[config.mk]
export PLATFORM = sky130hd
export DESIGN_NAME = block_lock_fsm
export DESIGN_NICKNAME = d
export VERILOG_FILES = /design/src/rtl/pcs_lock_pkg.sv /design/src/rtl/sat_counter.sv /design/src/rtl/block_lock_fsm.sv
export SDC_FILE = /design/constraint.sdc
export NUM_CORES = 1
export LEC_CHECK = 0
export ABC_AREA = 1
export CORE_UTILIZATION = 38
export DETAILED_ROUTE_END_ITERATION = 8
export GPL_ROUTABILITY_DRIVEN = 0
export SLEW_MARGIN = 20
export SYNTH_ARGS = -nofsm -noshare
export SYNTH_HDL_FRONTEND = slang
export SYNTH_SLANG_ARGS = --single-unit
[constraint.sdc]
create_clock -name i_clk -period 2.35 [get_ports i_clk]
set_input_delay 0.47 -clock i_clk [delete_from_list [all_inputs] [get_ports i_clk]]
set_output_delay 0.47 -clock i_clk [all_outputs]
set_load 0.005 [all_outputs]
[src/rtl/pcs_lock_pkg.sv]
// Shared definitions for the PCS block-lock logic: lock FSM states,
// default parameter values and the sync-header validity test.
package pcs_lock_pkg;

  typedef enum logic [1:0] {
    LOCK_INIT = 2'd0,
    TEST_SH   = 2'd1,
    SLIP      = 2'd2,
    SLIP_WAIT = 2'd3
  } lock_state_e;

  localparam int SH_WINDOW_DEF      = 64;
  localparam int INVALID_THRESH_DEF = 16;
  localparam int SLIP_WAIT_DEF      = 4;

  // A 66b sync header is legal only as 2'b01 or 2'b10.
  function automatic logic header_valid(input logic [1:0] header);
    return header[1] ^ header[0];
  endfunction

endpackage

[src/rtl/sat_counter.sv]
// Up-counter that sticks at all-ones instead of wrapping.
module sat_counter #(
  parameter int W = 16
) (
  input  logic         i_clk,
  input  logic         i_reset,
  input  logic         inc,
  output logic [W-1:0] count
);

  always_ff @(posedge i_clk) begin
    if (i_reset) begin
      count <= '0;
    end else if (inc && (count != {W{1'b1}})) begin
      count <= count + 1'b1;
    end
  end

endmodule

[src/rtl/block_lock_fsm.sv]
// 64b/66b block-lock state machine: hunts for sync-header alignment by
// requesting gearbox bit slips, and counts locked-to-unlocked transitions.
module block_lock_fsm
  import pcs_lock_pkg::*;
#(
  parameter int SH_WINDOW      = SH_WINDOW_DEF,
  parameter int INVALID_THRESH = INVALID_THRESH_DEF,
  parameter int SLIP_WAIT      = SLIP_WAIT_DEF,
  parameter int LOSS_CNT_W     = 16
) (
  input  logic                  i_clk,
  input  logic                  i_reset,
  input  logic [1:0]            i_header,
  input  logic                  i_valid,
  output logic                  o_slip,
  output logic                  o_block_lock,
  output logic [LOSS_CNT_W-1:0] o_lock_loss_cnt
);

  localparam int CNT_W  = $clog2(SH_WINDOW + 1);
  localparam int WAIT_W = (SLIP_WAIT > 0) ? $clog2(SLIP_WAIT + 1) : 1;

  if ((INVALID_THRESH < 1) || (INVALID_THRESH > SH_WINDOW)) begin : g_bad_params
    $error("block_lock_fsm: INVALID_THRESH must lie in 1..SH_WINDOW");
  end

  // The parameter SLIP_WAIT hides the state literal of the same name, so
  // states are always referenced through the package scope.
  pcs_lock_pkg::lock_state_e state, state_nxt;
  logic [CNT_W-1:0]  sh_cnt, sh_cnt_nxt, sh_cnt_inc;
  logic [CNT_W-1:0]  inv_cnt, inv_cnt_nxt, inv_cnt_inc;
  logic [WAIT_W-1:0] wait_cnt, wait_cnt_nxt;
  logic              lock_nxt;
  logic              loss_inc;
  logic              hdr_bad;

  assign hdr_bad     = !header_valid(i_header);
  assign sh_cnt_inc  = sh_cnt + 1'b1;
  assign inv_cnt_inc = inv_cnt + CNT_W'(hdr_bad);

  always_comb begin
    state_nxt    = state;
    sh_cnt_nxt   = sh_cnt;
    inv_cnt_nxt  = inv_cnt;
    wait_cnt_nxt = wait_cnt;
    lock_nxt     = o_block_lock;
    loss_inc     = 1'b0;
    case (state)
      pcs_lock_pkg::LOCK_INIT: begin
        sh_cnt_nxt  = '0;
        inv_cnt_nxt = '0;
        state_nxt   = pcs_lock_pkg::TEST_SH;
      end
      pcs_lock_pkg::TEST_SH: begin
        if (i_valid) begin
          sh_cnt_nxt  = sh_cnt_inc;
          inv_cnt_nxt = inv_cnt_inc;
          // Slip wins over a window end landing on the same header.
          if (hdr_bad && (!o_block_lock || (inv_cnt_inc == CNT_W'(INVALID_THRESH)))) begin
            state_nxt = pcs_lock_pkg::SLIP;
            lock_nxt  = 1'b0;
            loss_inc  = o_block_lock;
          end else if (sh_cnt_inc == CNT_W'(SH_WINDOW)) begin
            sh_cnt_nxt  = '0;
            inv_cnt_nxt = '0;
            if (inv_cnt_inc == '0) begin
              lock_nxt = 1'b1;
            end
          end
        end
      end
      pcs_lock_pkg::SLIP: begin
        sh_cnt_nxt   = '0;
        inv_cnt_nxt  = '0;
        wait_cnt_nxt = '0;
        state_nxt    = pcs_lock_pkg::SLIP_WAIT;
      end
      pcs_lock_pkg::SLIP_WAIT: begin
        if (SLIP_WAIT == 0) begin
          state_nxt = pcs_lock_pkg::TEST_SH;
        end else if (i_valid) begin
          if (wait_cnt == WAIT_W'(SLIP_WAIT - 1)) begin
            wait_cnt_nxt = '0;
            state_nxt    = pcs_lock_pkg::TEST_SH;
          end else begin
            wait_cnt_nxt = wait_cnt + 1'b1;
          end
        end
      end
      default: state_nxt = pcs_lock_pkg::LOCK_INIT;
    endcase
  end

  always_ff @(posedge i_clk) begin
    if (i_reset) begin
      state        <= pcs_lock_pkg::LOCK_INIT;
      sh_cnt       <= '0;
      inv_cnt      <= '0;
      wait_cnt     <= '0;
      o_block_lock <= 1'b0;
      o_slip       <= 1'b0;
    end else begin
      state        <= state_nxt;
      sh_cnt       <= sh_cnt_nxt;
      inv_cnt      <= inv_cnt_nxt;
      wait_cnt     <= wait_cnt_nxt;
      o_block_lock <= lock_nxt;
      o_slip       <= (state == pcs_lock_pkg::SLIP);
    end
  end

  sat_counter #(.W(LOSS_CNT_W)) u_loss_cnt (
    .i_clk   (i_clk),
    .i_reset (i_reset),
    .inc     (loss_inc),
    .count   (o_lock_loss_cnt)
  );

endmodule

==> impl_results.md <==
- CTS Buffer Depth: 2
- TritonCTS Buffers: 5
- Initial antenna violation count: 0
- Fmax: 0.458 GHz
- Final setup margin: 0.168 ns
- Worst hold margin: 0.447 ns
- Antenna Cells: 0
- Routed WL: 4.88 mm
- Largest family of logic cells by synthesized area: simple AND/OR/NAND/NOR gates
- Asr flop ratio synth: 0%
- Total negative slack: 0 ns
- Initial Util: 40.6%
- First-pass GRT wire length: 8.11 mm
- GRT Residual Overflow: 0
- Number of fill cells: 528
- Post-synthesis net count: 331
- Die area: 0.00590 mm²
- Max H-tree Level: 2
- Yosys top cell area share: 34.8%
- Crit path DAT: 2.36 ns
- Core region area: 0.00524 mm²
- Count leader, synth: nand2_1
- Worst Setup Start Kind: input port
- PortBufs: 22
- Root Driver: clkbuf_8
- Multiplexer share of the synthesized area: 0%
- Ranking of synthesized cells by area: dfxtp_1 (35%), nand2_1 (14%), a21oi_1 (8.9%)
- Slew @ Worst Pin: 0.537 ns
- Vias per Instance: 4.86
- Setup slack, reg-to-reg: 0.28 ns
- Rows: 26
- Worst R2R End: u_loss_cnt.count[4]
- Final max-slew violation count: 0
- Vias: 2,087
- # clock sinks: 37
- Hold WC Path Type: flop to flop
- Gr usage total: 17.1%
- Cell area after synthesis: 0.00213 mm²
- Reg2reg start: inv_cnt[0]
- Worst Hold End: wait_cnt[2]
- Post-Syn Instances: 316
- Yosys top cell by area: dfxtp_1
- Number of stages on the worst hold path: 2
- Number of synthesized flops with an enable pin: 0
- Adder-cell share of the synthesized area: 5.88%
- Worst slack at placement: -0.575 ns
- Worst skew pair latency: 0.28 ns
- Crit Path Category: input port to flop
- Worst Hold Launch: wait_cnt[2]
- Power per cell area: 539 mW/mm²
- Leading register cell type out of synthesis: dfxtp_1
- Setup Skew: 0.00195 ns
- Part of the cycle the worst path needs: 92.8%
- Final net count: 374
- First-pass DRT Iterations: 4
- P&R area growth vs syn: 29.8%
- Vias in the first global route: 1,797
- Post-synthesis register bit count: 37
- Minimum clock period: 2.18 ns
- Final Hold Violating Endpoints: 0
- Post-synthesis compound-gate area fraction: 12.0%
- Top cells by count, synth: nand2_1 (78), inv_1 (39), a21oi_1 (38), nor2_1 (38), dfxtp_1 (37)
- Drt first-iter violations: 138
- Residual DRC count: 0
- Synth Area in Simple Gates: 35.4%
- Die span in y: 76.8 µm
- FF-to-FF path depth: 16
- DRT antenna net count: 0
- Syn avg cell area: 6.73 µm²
- YS warnings: 0
- Post-DP HPWL: 3.26 mm
- DR WL/cell: 11.4 µm
- Pin count of the biggest net entering global routing: 22
- CTS tree: built
- CP endpoint kind: flop
- Run status: finished clean
- Sequential share of the synthesized area: 34.8%
- Data required, critical path: 2.53 ns
- Relative slew slack: 64.1%
- CP max FO: 6
- Num ports: 23
- Die W: 76.8 µm
- Max_cap viols: 0
- Worst VDD drop: 0.504 mV
- Library cells used by synthesis: 29
- Final setup viols: 0
- XOR/XNOR share of the synthesized area: 2.88%
- Leakage: 1.13 nW
- Share of cells above drive strength 1: 13.4%
- CTS clk-pin slew, worst paths: 0.07 ns
[layout make-up]
| cell class | count | area, µm² | area share (%) |
|---|---|---|---|
| clock buffers | 7 | 86.3 | 3.13 |
| inverters | 40 | 150 | 5.44 |
| multi-input cells | 232 | 1260 | 45.7 |
| flip-flops and latches | 37 | 741 | 26.8 |
| well taps | 70 | 87.6 | 3.17 |
| repair buffers | 43 | 434 | 15.7 |
[cells by family (layout without fill, tap and decap cells)]
kind of cell | count (synthesis) | in the layout
buf+inv | 47 | 90
fa+ha+maj | 10 | 10
compound gates | 49 | 49
simple gates | 166 | 166
flops | 37 | 37
xor+xnor | 7 | 7
[power by group]
group	leakage [nW]	switching (mW)	internal (mW)
logic	0.791	0.243	0.120
registers	0.298	0.0232	0.650
clock network	0.0443	0.217	0.233
[flip-flops by register name (all words and copies together) (netlist names)]
signal	cells
o_block_lock	1
o_slip	1
wait_cnt	3
sh_cnt	7
inv_cnt	7
state	2
u_loss_cnt.count	16
[critical path: stages]
cell and delay, ns:
buf_4 0.13, xnor2_4 0.18, ha_4 0.16, ha_4 0.19, inv_2 0.05, nand2_1 0.05
nor2_2 0.13, nand3_2 0.10, nor2_4 0.14, nand2_2 0.07, nand2_4 0.07, nand3_4 0.07
nor2_4 0.14, buf_6 0.12, buf_12 0.10, nand3_1 0.06, nand2_1 0.06, nor2_1 0.05
[worst max path at each step]
stage,startpoint,slack (ns),cells past startpoint,to
after global routing,i_header[0],-0.001,19,u_loss_cnt.count[10]
after CTS,i_header[1],0.03,19,u_loss_cnt.count[4]
after floorplan,i_header[0],0.06,17,u_loss_cnt.count[8]
final,i_header[0],0.17,18,u_loss_cnt.count[4]
after global placement,i_header[0],-0.55,17,u_loss_cnt.count[10]
after detailed placement,i_header[0],-0.57,17,u_loss_cnt.count[4]
[metal layers]
metal  GRT usage [%]  routed length, µm
met3            3.81                167
met4            6.15                 62
met5               0                  0
met1            22.5               2450
met2            27.3               2200
[per-stage QoR]
step / utilization [%] / total power [mW] / instance area, µm² / cells
6_report: 52.7 / 1.49 / 2760 / 429
5_1_grt: 52.7 / 1.59 / 2760 / 429
4_1_cts: 52.0 / 1.50 / 2720 / 429
3_5_place_dp: 48.3 / 1.04 / 2530 / 415
3_3_place_gp: 48.3 / 1.04 / 2530 / 415
2_1_floorplan: - / 0.938 / 2150 / 316
[cell usage in the layout, fill, tap and decap left out, types with 3 or more instances in the layout]
master and n:
inv_1 38, nand2_1 78, nand3_1 25, xor2_1 5, nand2_2 3, clkbuf_8 6
nand4_1 9, ha_1 8, buf_4 16, o21ai_0 6, clkdlybuf4s50_1 20, nor2_2 4
a21oi_1 38, dfxtp_1 37, buf_6 3, nor2_1 36
[timing repair]
action / CTS / global route
buffers inserted: 5 / 1
pin swaps: 6 / 9
hold buffers: 0 / 0
resized for setup: 16 / 8
cloned: 2 / 0
endpoints found under the setup margin: 28 / 22
No activity file was read; power rests on OpenSTA's default activity.
